==> src/rtl/mem_arbiter_if.sv <==
// Requester and RAM side signals of the memory arbiter.
// slave: the arbiter itself; master: the requesters and the RAM.
interface mem_arbiter_if #(
  parameter int AW = 32,
  parameter int DW = 32
);
  logic          iREN;
  logic [AW-1:0] iaddr;
  logic          iwait;
  logic [DW-1:0] iload;
  logic          dREN;
  logic          dWEN;
  logic [AW-1:0] daddr;
  logic [DW-1:0] dstore;
  logic          dwait;
  logic [DW-1:0] dload;
  logic          ramREN;
  logic          ramWEN;
  logic [AW-1:0] ramaddr;
  logic [DW-1:0] ramstore;
  logic [DW-1:0] ramload;
  logic          ramready;

  // Handshake: a requester raises xREN/xWEN and holds it, with address and
  // data stable, while xwait is high; the cycle xwait is low with the request
  // still asserted is the completion cycle and xload is valid only then.
  modport slave (
    input  iREN, iaddr, dREN, dWEN, daddr, dstore, ramload, ramready,
    output iwait, iload, dwait, dload, ramREN, ramWEN, ramaddr, ramstore
  );

  modport master (
    output iREN, iaddr, dREN, dWEN, daddr, dstore, ramload, ramready,
    input  iwait, iload, dwait, dload, ramREN, ramWEN, ramaddr, ramstore
  );
endinterface

==> src/rtl/mem_arbiter.sv <==
// Single-port RAM arbiter: data path has priority, a starvation counter forces fetch.
// Optional MEM_ARB_PERF_EN adds icount/dcount/stallcnt performance counters.
module mem_arbiter #(
  parameter int AW           = 32,
  parameter int DW           = 32,
  parameter int STARVE_LIMIT = 4
) (
  input  logic        CLK,
  input  logic        nRST,
  mem_arbiter_if.slave bus,
  output logic [1:0]  o_state
`ifdef MEM_ARB_PERF_EN
  ,
  output logic [31:0] icount,
  output logic [31:0] dcount,
  output logic [31:0] stallcnt
`endif
);

  typedef enum logic [1:0] {
    IDLE   = 2'd0,
    SERV_I = 2'd1,
    SERV_D = 2'd2
  } state_t;

  localparam int CW = $clog2(STARVE_LIMIT + 1);

  state_t        r_state;
  state_t        w_next;
  logic [CW-1:0] r_starve;
  logic          r_ram_ren;
  logic          r_ram_wen;
  logic [AW-1:0] r_ram_addr;
  logic [DW-1:0] r_ram_store;
  logic          w_dreq;
  logic          w_decide;
  logic          w_force_i;
  logic          w_i_done;
  logic          w_d_done;
  logic          w_iwait;
  logic          w_dwait;

  assign w_dreq    = bus.dREN | bus.dWEN;
  // ramready only counts while serving; in IDLE a decision is taken every cycle.
  assign w_decide  = (r_state == IDLE) || bus.ramready;
  assign w_force_i = bus.iREN && (r_starve == CW'(STARVE_LIMIT));
  assign w_i_done  = (r_state == SERV_I) && bus.ramready;
  assign w_d_done  = (r_state == SERV_D) && bus.ramready;
  assign w_iwait   = bus.iREN & ~w_i_done;
  assign w_dwait   = w_dreq & ~w_d_done;

  always_comb begin
    w_next = r_state;
    if (w_decide) begin
      if (w_dreq && !w_force_i) w_next = SERV_D;
      else if (bus.iREN)        w_next = SERV_I;
      else                      w_next = IDLE;
    end
  end

  always_ff @(posedge CLK or negedge nRST) begin
    if (!nRST) r_state <= IDLE;
    else       r_state <= w_next;
  end

  // RAM-side registers latch the winner at the decision and hold until ramready.
  always_ff @(posedge CLK or negedge nRST) begin
    if (!nRST) begin
      r_ram_ren   <= 1'b0;
      r_ram_wen   <= 1'b0;
      r_ram_addr  <= '0;
      r_ram_store <= '0;
    end else if (w_decide) begin
      case (w_next)
        SERV_D: begin
          r_ram_ren   <= bus.dREN;
          r_ram_wen   <= bus.dWEN;
          r_ram_addr  <= bus.daddr;
          r_ram_store <= bus.dstore;
        end
        SERV_I: begin
          r_ram_ren  <= 1'b1;
          r_ram_wen  <= 1'b0;
          r_ram_addr <= bus.iaddr;
        end
        default: begin
          r_ram_ren <= 1'b0;
          r_ram_wen <= 1'b0;
        end
      endcase
    end
  end

  always_ff @(posedge CLK or negedge nRST) begin
    if (!nRST)                                 r_starve <= '0;
    else if (!bus.iREN)                        r_starve <= '0;
    else if (w_decide && w_next == SERV_I)     r_starve <= '0;
    else if (w_decide && w_next == SERV_D &&
             r_starve != CW'(STARVE_LIMIT))    r_starve <= r_starve + CW'(1);
  end

  assign bus.iwait    = w_iwait;
  assign bus.dwait    = w_dwait;
  assign bus.iload    = bus.ramload;
  assign bus.dload    = bus.ramload;
  assign bus.ramREN   = r_ram_ren;
  assign bus.ramWEN   = r_ram_wen;
  assign bus.ramaddr  = r_ram_addr;
  assign bus.ramstore = r_ram_store;
  assign o_state      = r_state;

`ifdef MEM_ARB_PERF_EN
  always_ff @(posedge CLK or negedge nRST) begin
    if (!nRST) begin
      icount   <= '0;
      dcount   <= '0;
      stallcnt <= '0;
    end else begin
      if (w_i_done)          icount   <= icount + 32'd1;
      if (w_d_done)          dcount   <= dcount + 32'd1;
      if (w_iwait | w_dwait) stallcnt <= stallcnt + 32'd1;
    end
  end
`endif

endmodule
==> src/flat_wrapper.sv <==
// flat-port wrapper written by rule: the top's interface ports become plain ports
module mem_arbiter_flat 
#(
  parameter int AW           = 32,
  parameter int DW           = 32,
  parameter int STARVE_LIMIT = 4
)
  (CLK, nRST, o_state, bus_iREN, bus_iaddr, bus_dREN, bus_dWEN, bus_daddr, bus_dstore, bus_ramload, bus_ramready, bus_iwait, bus_iload, bus_dwait, bus_dload, bus_ramREN, bus_ramWEN, bus_ramaddr, bus_ramstore);
  mem_arbiter_if #(.AW(AW), .DW(DW)) bus_i ();
  input  logic CLK;
  input  logic nRST;
  output logic [1:0] o_state;
  input wire logic [$bits(bus_i.iREN)-1:0] bus_iREN;
  input wire logic [$bits(bus_i.iaddr)-1:0] bus_iaddr;
  input wire logic [$bits(bus_i.dREN)-1:0] bus_dREN;
  input wire logic [$bits(bus_i.dWEN)-1:0] bus_dWEN;
  input wire logic [$bits(bus_i.daddr)-1:0] bus_daddr;
  input wire logic [$bits(bus_i.dstore)-1:0] bus_dstore;
  input wire logic [$bits(bus_i.ramload)-1:0] bus_ramload;
  input wire logic [$bits(bus_i.ramready)-1:0] bus_ramready;
  output wire logic [$bits(bus_i.iwait)-1:0] bus_iwait;
  output wire logic [$bits(bus_i.iload)-1:0] bus_iload;
  output wire logic [$bits(bus_i.dwait)-1:0] bus_dwait;
  output wire logic [$bits(bus_i.dload)-1:0] bus_dload;
  output wire logic [$bits(bus_i.ramREN)-1:0] bus_ramREN;
  output wire logic [$bits(bus_i.ramWEN)-1:0] bus_ramWEN;
  output wire logic [$bits(bus_i.ramaddr)-1:0] bus_ramaddr;
  output wire logic [$bits(bus_i.ramstore)-1:0] bus_ramstore;
  assign bus_i.iREN = bus_iREN;
  assign bus_i.iaddr = bus_iaddr;
  assign bus_i.dREN = bus_dREN;
  assign bus_i.dWEN = bus_dWEN;
  assign bus_i.daddr = bus_daddr;
  assign bus_i.dstore = bus_dstore;
  assign bus_i.ramload = bus_ramload;
  assign bus_i.ramready = bus_ramready;
  assign bus_iwait = bus_i.iwait;
  assign bus_iload = bus_i.iload;
  assign bus_dwait = bus_i.dwait;
  assign bus_dload = bus_i.dload;
  assign bus_ramREN = bus_i.ramREN;
  assign bus_ramWEN = bus_i.ramWEN;
  assign bus_ramaddr = bus_i.ramaddr;
  assign bus_ramstore = bus_i.ramstore;
  mem_arbiter #(.AW(AW), .DW(DW), .STARVE_LIMIT(STARVE_LIMIT)) u_core (.CLK(CLK), .nRST(nRST), .bus(bus_i), .o_state(o_state));
endmodule
==> config.mk <==
export PLATFORM = sky130hd
export DESIGN_NAME = mem_arbiter_flat
export DESIGN_NICKNAME = d
export VERILOG_FILES = /design/src/rtl/mem_arbiter_if.sv /design/src/rtl/mem_arbiter.sv /design/src/flat_wrapper.sv
export SDC_FILE = /design/constraint.sdc
export NUM_CORES = 1
export LEC_CHECK = 0
export ABC_AREA = 1
export BUFFER_PORTS_ARGS = -buffer_cell sky130_fd_sc_hd__buf_2
export CAP_MARGIN = 5
export CORE_AREA = 2 2 103 105
export DETAILED_ROUTE_END_ITERATION = 6
export DIE_AREA = 0 0 105 107
export GPL_TIMING_DRIVEN = 0
export PLACE_DENSITY = 0.74
export SETUP_SLACK_MARGIN = 0.02
export SLEW_MARGIN = 20
export SYNTH_ARGS = -nofsm -noshare
export SYNTH_HDL_FRONTEND = slang
export SYNTH_SLANG_ARGS = --single-unit
==> constraint.sdc <==
create_clock -name CLK -period 3.9 [get_ports CLK]
set_input_delay 0.39 -clock CLK [delete_from_list [all_inputs] [get_ports CLK]]
set_output_delay 0.39 -clock CLK [all_outputs]
set_load 0.005 [all_outputs]
==> Word-level counts from Yosys, hierarchy flattened <==
Cells that the tools add are included.
Widths: inputs -> output; s select.
{ "totals": {"ff_bits": 71, "latch_bits": 0, "mem_bits_rw": 0, "mem_bits_ro": 0, "out_inout_bits": 134, "elab_cells": 41, "mem_count": 0} }
{ "classes": {"add_sub_neg": 1, "mul": 0, "div_mod_pow": 0, "magnitude_cmp": 0, "n_eq_ne": 7, "n_shift": 0, "n_mux": 9, "n_bitwise": 5, "n_reduce_logical": 13} }
{ "op_table": {"columns": ["operator", "count"], "rows": [
  ["$pmux 32 s2", 1],
  ["$mux 3", 3],
  ["$logic_and 1x1->1", 7],
  ["$eq 2x1->1 const B", 2],
  ["$eq 2x2->1 const B", 2],
  ["$mux 2", 2],
  ["$reduce_and 2->1", 2],
  ["$add 3x1->3 const B", 1],
  ["$eq 3x3->1 const B", 1],
  ["$ne 3x1->1 const B", 1],
  ["$ne 3x3->1 const B", 1],
  ["$and 1x1->1", 2],
  ["$logic_not 2->1", 1],
  ["$mux 1", 2],
  ["$not 1->1", 2],
  ["$pmux 1 s2", 1],
  ["$reduce_bool 2->1", 1],
  ["$logic_not 1->1", 1],
  ["$logic_or 1x1->1", 1],
  ["$or 1x1->1", 1]
]} }

==> Depth between registers and ports, before layout <==
Gate-level depths: netlist of the first run.
{ "logic_depth": {"word_depth": 12, "depth_mapped": 13} }

==> Least setup slack after synthesis of the first run <==
No wires, ideal clock.
{ "synth_timing": {"kind": "flip-flop to flip-flop", "start": "register u_core.r_state[0] (netlist: u_core.o_state[0])", "end": "register u_core.r_ram_addr[0] (netlist: u_core.bus.ramaddr[0])", "setup_ns": 0.117, "arrival_time_ns": 1.999, "path_slack_ns": 1.784, "stages_incl_launch_ff": 11, "path_buffers": 3, "cell_sequence": "dfrtp_1 > o21ai_2 > buf_2 > nand2_1 > o21ai_0 > ha_1 > buf_2 > buf_2 > mux2_2 > nand2_1 > nand2_1"} }
{ "synth_between": {"elab_chain_cells": 6, "word_cells_on_any_way": 8} }
{ "synth_rtl": {"columns": ["item", "line_no", "source"], "rows": [
  ["from (decl)", "mem_arbiter.sv:28", "state_t r_state;"],
  ["from (signal assigned)", "mem_arbiter.sv:63", "else r_state <= w_next;"],
  ["$logic_not 2->1", "mem_arbiter.sv:45", "assign w_decide = (r_state == IDLE) || bus.ramready;"],
  ["$logic_or 1x1->1", "mem_arbiter.sv:45", null],
  ["$mux 2", "mem_arbiter.sv:54", "if (w_decide) begin"],
  ["$eq 2x2->1 / $eq 2x1->1 (equally long branches)", "mem_arbiter.sv:74", "case (w_next)"],
  ["$reduce_bool 2->1 (no source line)", null, null],
  ["$reduce_and 2->1 (no source line)", null, null],
  ["to (signal assigned)", "mem_arbiter.sv:78", "r_ram_addr <= bus.daddr;"],
  ["to (signal assigned)", "mem_arbiter.sv:84", "r_ram_addr <= bus.iaddr;"],
  ["to (decl)", "mem_arbiter.sv:33", "logic [AW-1:0] r_ram_addr;"]
]} }
Several ways; a longest one is shown, not always the timed one.
A chain may end at the register's enable or synchronous reset.

==> Final worst setup path of the first run <==
{ "layout_timing": {"start": "register u_core.r_state[0] (netlist: u_core.o_state[0])", "end": "register u_core.r_ram_store[26] (netlist: u_core.bus.ramstore[26])"} }
{ "layout_between": {"elab_chain_cells": 5} }
{ "layout_rtl": {"columns": ["item", "line_no", "source"], "rows": [
  ["$logic_not 2->1", "mem_arbiter.sv:45", null],
  ["$logic_or 1x1->1", "mem_arbiter.sv:45", null],
  ["$mux 2", "mem_arbiter.sv:54", null],
  ["named net u_core.w_next[1]", "mem_arbiter.sv:29", "state_t w_next;"],
  ["$eq 2x2->1", "mem_arbiter.sv:74", null],
  ["$reduce_and 2->1 (no source line)", null, null],
  ["to (signal assigned)", "mem_arbiter.sv:79", "r_ram_store <= bus.dstore;"],
  ["to (decl)", "mem_arbiter.sv:34", "logic [DW-1:0] r_ram_store;"]
]} }
The timed path passes the listed nets, and every way through them passes these cells.

==> flow_summary.toml, run 1 <==
[run_status]
status = "finished clean"

[timing]
setup_violations = 0
max_clock_freq_ghz = 0.3814
finalCriticalPeriod_ns = 2.622
post-route-period-util = 0.6723
hold_viol = 0
setup_tns_ns = 0
skew_ns = 0.008617
rsz0062_at_grt = "no"
setup_ws_ns = 1.278
drv_slew = 0
worstMarginPinSlew_ns = 0.5210
maxSlewHeadroom = 0.6526

[route]
antenna_left = 0
wl_per_cell_um = 12.59
initialDrtViolationCount = 142
drc_errors = 0
firstDrtPassIters = 4
avgViaCountPerCell = 4.422
drt-total-wl_mm = 10.31
vias = 3622

[place]
gp_congestion = 0.7970
placed_area_um2 = 5125
place_inst = 802
dp_worst_setup_slack_ns = 1.233
io_buffers = 235
hpwl_mm = 8.140

[power_and_ir_drop]
ir_worst_vdd_mv = 0.1909
power_frac_comb = 0.293
cell_internal_pwr_mw = 1.637
switching_share = 0.2983
pwr_density_cell_nw_per_um2 = 435.3
clock_power_share = 0.279
p_sw_uw = 696.0
seqPwrFrac = 0.428
leakage_nw = 3.177

[cts]
cts_buffers = 9
tritoncts = "done"
cts_max_path_buffers = 2
htreeDepth = 3
clk_latency_ns = 0.34
clock-sinks = 71
root_buffer = "clkbuf_8"
clk_pin_slew_ns = 0.08

[critical_path]
cp-start-kind = "flop"
worstPathMaxFanout = 10
cp_slowest_cell = "dfrtp_1"
critical_path_required_ns = 4.12
crit_arrival_ns = 2.84
path_common_cell = "nand2_1"
critPathKind = "reg2reg"
endpoint_kind = "flop"
critPathMaxStageDelay_ns = 0.43
worstPathCellList = "o21ai_2 -> buf_2 -> o21ai_0 -> inv_2 -> ha_1 -> clkbuf_1 -> nand2_1 -> clkbuf_1 -> nand2_1 -> nand2_1"

[synthesis]
syn-num-nets = 568
synth.distinct_cells = 20
synth_seq_area_share = 0.4740
ys.warnings.count = 0
yosys-top-cells-area = "dfrtp_1, nand2_1, buf_4"
netlist_area_um2 = 3749
yosys_register_bits = 71
synth_top_cell_by_area = "dfrtp_1"
synth_top_cell_area_share = 0.4740
postSynthAreaPerCell_um2 = 8.718
synthCells = 430

[die]
die_x_um = 105
pin_count = 268
core_area_um2 = 10090
die_h_um = 107
die_area_um2 = 11240
fp-row-count = 37
start_util = 0.3714

[grt]
antenna_found_initial = 0
track_usage = 0.1809
grt_pass1_wl_mm = 16.22
first_global_vias = 3597
overflow = 0
grt_max_degree = 50

[cells_and_area]
fillers = 962
finalNetCount = 816
fin_cells = 819
area_growth_pct = 42.96
drive_above_1_share = 0.5373
final_area_um2 = 5359
antenna_cells = 0
post-route-util = 0.5310

[run]
max-cap-violations = 0

[min_path]
hold_path_class = "in2reg"
## cells by family (layout without fill, tap and decap cells)
kind of cell	count (synthesis)	count (layout)	share of synthesized area
flops	71	71	0.4740
buf+inv	98	351	0.1692
mux	32	32	0.09613
fa+ha+maj	4	4	0.01335
compound gates	7	7	0.01101
simple gates	217	217	0.2340
xor+xnor	1	1	0.002337
## synthesized netlist by cell type
cell / instances
nand2_1: 173
nor2_4: 1
nand3_1: 40
xor2_1: 1
buf_4: 67
o31ai_1: 1
or2_2: 1
inv_2: 3
o21ai_2: 1
dfrtp_1: 71
mux2_2: 32
inv_1: 10
o21ai_0: 2
nand4_1: 1
nor2_1: 1
o21ai_1: 1
buf_2: 12
clkbuf_1: 6
ha_1: 4
a21oi_1: 2
## cell type report
type                       count  area, um2  share of cell area
buffer                        85      585.6              0.1093
clock inverter                 3      65.06             0.01214
clock buffer                  13      158.9             0.02965
tap                          136      170.2             0.03175
sequential                    71       1777              0.3315
multi-input combinational    261       1338              0.2496
inverter                      13      48.80            0.009106
timing repair buffer         237       1216              0.2269
## power groups by stage
stage / Combinational, mW / Sequential (mW) / Clock (mW)
2_1_floorplan: 0.319 / 1.02 / 0
3_3_place_gp: 0.676 / 1.00 / 0
3_5_place_dp: 0.699 / 1.01 / 0
4_1_cts: 0.699 / 0.998 / 0.680
5_1_grt: 0.769 / 1.02 / 0.719
6_report: 0.684 / 0.998 / 0.651
## per-layer routing
layer | vias up | track usage | wire [um]
li1 | 1781 | - | -
met1 | 1646 | 0.2057 | 4102
met2 | 177 | 0.3196 | 5163
met3 | 18 | 0.04255 | 838
met4 | 0 | 0.08762 | 206
met5 | - | 0 | 0
## state kept, by name, summed over array words and instances (netlist names)
name / flops
u_core.bus.ramstore: 32
u_core.bus.ramREN: 1
u_core.r_starve: 3
u_core.bus.ramWEN: 1
u_core.o_state: 2
u_core.bus.ramaddr: 32
## what timing repair did
| action | CTS | global route |
|---|---|---|
| hold buffers | 1 | 0 |
| resized for setup | 0 | 0 |
| endpoints found under the hold margin | 22 | 0 |
| buffers inserted | 0 | 0 |
## worst max-delay path: cells and delay by family, from the launching register on
kind	cells	cell delay, ns
flip-flops	1	0.43
buffers and inverters	4	1.07
AND/OR/NAND/NOR	3	0.42
adder cells (fa/ha/maj)	1	0.14
AO/OA/AOI/OAI	2	0.44
## layout by cell type (no fill, tap or decap), drive strengths merged
master and count:
nand3 40, o21ai 4, inv 13, dlygate4sd3 1, bufinv 2, clkinv 1, buf 315, nor2 2
clkbuf 19, xor2 1, ha 4, a21oi 2, nand2 173, dfrtp 71, or2 1, nand4 1
o31ai 1, mux2 32
## per-stage QoR
| stage | power [mW] | hold slack, ns |
|---|---|---|
| detailed placement | 1.704 | 0.3130 |
| global placement | 1.679 | 0.4488 |
| floorplan | 1.341 | 0.09441 |
| CTS | 2.377 | 0.2603 |
| global route | 2.506 | 0.2676 |
| finish | 2.333 | 0.2836 |
## path summary, 6_finish.rpt
check                                        startpoint                       to  slack [ns]  depth (start not counted)
worst max-delay path                  u_core.o_state[0]  u_core.bus.ramstore[26]        1.28                         10
worst min-delay path                     bus_dstore[23]  u_core.bus.ramstore[23]        0.28                          3
worst max register to register        u_core.o_state[0]  u_core.bus.ramstore[26]        1.28                         10
worst min register to register  u_core.bus.ramstore[14]  u_core.bus.ramstore[14]        0.47                          2
max in group asynchronous                          nRST       u_core.r_starve[0]        2.84                          3
min in group asynchronous                          nRST   u_core.bus.ramaddr[19]        0.51                          2
(Power assumes the default switching activity.)
==> inputs of run 2 (changes only) <==
- ABC_AREA: 1 -> 0
- CORE_AREA: 2 2 103 105 -> 2 2 105 107
- DIE_AREA: 0 0 105 107 -> 0 0 107 109
- PLACE_DENSITY: 0.74 -> 0.72
- clock period: 3.9 -> 2.65 ns (I/O delays scaled with it)
==> run 2 against run 1 <==
  * Clock power increased by 48%
  * Register-to-register slack got worse by 1.0 ns
  * Power increased by 40%
  * Die area increased by 3.8%
  * Count of clock-buffer cells in the layout decreased by 3
  * Via count decreased by 9.4%
  * Synthesized area increased by 0.40%
  * Combinational power increased by 32%
  * Routed wire length decreased by 5.7%
==> flow_summary.toml, run 2 <==
[run_status]
status = "finished clean"

[timing]
rsz0062_at_grt = "no"
hold_viol = 0
finalCriticalPeriod_ns = 2.368
max_clock_freq_ghz = 0.4223
worstMarginPinSlew_ns = 0.4708
setup_tns_ns = 0
post-route-period-util = 0.8935
hold-worst-slack_ns = 0.1555
maxSlewHeadroom = 0.6862
drv_slew = 0
skew_ns = 0.01539
setup_violations = 0

[synthesis]
syn-num-nets = 464
synth_top_cell_by_area = "dfrtp_1"
synth_edf_count = 0
synth_top_cell_area_share = 0.4721
synth_flop_cell = "dfrtp_1"
async_flop_share = 1.000
synth.distinct_cells = 28
ys.warnings.count = 0
synthCells = 326
postSynthAreaPerCell_um2 = 11.54
yosys_register_bits = 71
yosysMostFrequentCell = "dfrtp_1"
yosys-top-cells-area = "dfrtp_1, buf_4, mux2_4"
netlist_area_um2 = 3764
synth_seq_area_share = 0.4721
synthTopCellsByCount = "dfrtp_1, o21ai_0, buf_4, mux2i_1, mux2_4"

[grt]
grtUsageMet3 = 0.04244
first_global_vias = 3214
grt_max_degree = 39
track_usage = 0.1643
grt_pass1_wl_mm = 15.26
use_met2 = 0.2853
antenna_found_initial = 0
grtUsageMet1 = 0.2008
overflow = 0
top_usage_layer = "met2"

[critical_path]
cpLargestDelayFamily = "buffers and inverters"
critPathKind = "reg2reg"
crit_arrival_ns = 2.58
path_buf_inv = 3
critPathMaxStageDelay_ns = 0.39
cp_slowest_cell = "dfrtp_1"
worstPathCellList = "inv_1 -> ha_1 -> nand3_1 -> nor2b_1 -> o21ai_0 -> ha_1 -> buf_2 -> buf_2 -> mux2i_1 -> o21ai_0"
critical_path_required_ns = 2.86
cp-start-kind = "flop"
worstPathMaxFanout = 10
endpoint_kind = "flop"

[route]
vias = 3282
firstDrtPassIters = 4
drc_errors = 0
avgViaCountPerCell = 4.565
wl_per_cell_um = 13.52
drt-total-wl_mm = 9.719
initialDrtViolationCount = 113
antenna_left = 0

[power_and_ir_drop]
power_frac_comb = 0.276
ir_worst_vdd_mv = 0.2533
clock_power_share = 0.295
leakage_nw = 2.815
p_total_mw = 3.263
pwr_density_cell_nw_per_um2 = 607.5
seqPwrFrac = 0.429
cell_internal_pwr_mw = 2.347
p_sw_uw = 916.2
switching_share = 0.2808

[place]
placed_area_um2 = 5137
hpwl_mm = 7.651
io_buffers = 235
gp_congestion = 0.7733

[die]
die_x_um = 107
start_util = 0.3550
core_area_um2 = 10600
die_area_um2 = 11660
fp-row-count = 38
die_h_um = 109
pin_count = 268

[cts]
clk_pin_slew_ns = 0.08
htreeDepth = 3
cts_max_path_buffers = 2
clk_latency_ns = 0.34
clock-sinks = 71
cts_buffers = 9
tritoncts = "done"
post_cts_buffers = 0
root_buffer = "clkbuf_8"

[cells_and_area]
area_growth_pct = 42.72
final_cell_mix = "buf_2, dfrtp_1, o21ai_0, buf_4, mux2i_1"
drive_above_1_share = 0.6269
layout_commonest_cell = "buf_2"
antenna_cells = 0
final_area_um2 = 5371
finalNetCount = 712

[min_path]
hold_path_class = "in2reg"

[run]
max-cap-violations = 0
==> run 2: changes by cell type in the layout (fill, tap and decap cells not counted), moves of 4 or more <==
| cell | delta |
|---|---|
| o21ai_0 | +65 |
| a31oi_1 | +4 |
| buf_2 | -7 |
| mux2_2 | -30 |
| inv_1 | -5 |
| nand2_1 | -168 |
| mux2_4 | +30 |
| nand3_1 | -36 |
| mux2i_1 | +32 |
==> run 2: power by group through the flow <==
| stage | Sequential, mW | Combinational [mW] | Clock, mW |
|---|---|---|---|
| 6_report | 1.40 | 0.902 | 0.963 |
| 5_1_grt | 1.43 | 1.00 | 1.05 |
| 4_1_cts | 1.40 | 0.919 | 0.996 |
| 3_5_place_dp | 1.42 | 0.915 | 0 |
| 3_3_place_gp | 1.41 | 0.891 | 0 |
| 2_1_floorplan | 1.43 | 0.445 | 0 |
==> run 2: cell type report <==
type	count	area (um2)
Tap cell	140	175.2
Buffer	81	580.6
Clock buffer	10	127.6
Timing Repair Buffer	237	1209
Inverter	5	18.77
Sequential cell	71	1777
Multi-Input combinational cell	169	1390
Fill cell	970	5231
Clock inverter	6	93.84
==> run 2: worst reg2reg max path, delay by kind of cell, from the launching register on <==
kind | cells | cell delay [ns]
adder cells (fa/ha/maj) | 2 | 0.39
buffers and inverters | 3 | 0.63
multiplexers | 1 | 0.27
AND/OR/NAND/NOR | 2 | 0.25
AO/OA/AOI/OAI | 2 | 0.34
flip-flops | 1 | 0.39
==> run 2: metrics by stage <==
stage | instances | util | setup slack [ns]
final | 719 | 0.5066 | 0.2821
after global routing | 719 | 0.5066 | 0.1119
after CTS | 719 | 0.5064 | 0.2117
after detailed placement | 702 | 0.4845 | 0.2240
after global placement | 701 | 0.4824 | 0.2662
after floorplan | 326 | - | 0.6183
==> run 2: routing by layer <==
metal / vias up / wire, um
li1: 1560 / -
met1: 1548 / 3896
met2: 166 / 4810
met3: 8 / 917
met5: - / 0
met4: 0 / 95
==> run 2: cells by family after synthesis <==
family,after synthesis,synth area share
buffers and inverters,86,0.1586
AO/OA/AOI/OAI,84,0.1220
flip-flops,71,0.4721
multiplexers,64,0.2108
AND/OR/NAND/NOR,17,0.02327
adder cells (fa/ha/maj),4,0.01330
==> run 2: path summary, 6_finish.rpt <==
| path | from | endpoint | slack [ns] | depth (start not counted) |
|---|---|---|---|---|
| max in group asynchronous | nRST | u_core.bus.ramstore[0] | 1.64 | 3 |
| max | u_core.r_starve[0] | u_core.bus.ramaddr[18] | 0.28 | 10 |
| max reg2reg | u_core.r_starve[0] | u_core.bus.ramaddr[18] | 0.28 | 10 |
| min in group asynchronous | nRST | u_core.bus.ramaddr[3] | 0.43 | 2 |
| min | bus_dstore[3] | u_core.bus.ramstore[3] | 0.16 | 2 |
| min reg2reg | u_core.bus.ramstore[0] | u_core.bus.ramstore[0] | 0.50 | 1 |
==> run 2: timing repair <==
action                                  CTS  global route
hold buffers                              1             0
gates resized for setup                   0             4
endpoints found under the setup margin    0            13
endpoints found under the hold margin    33             0
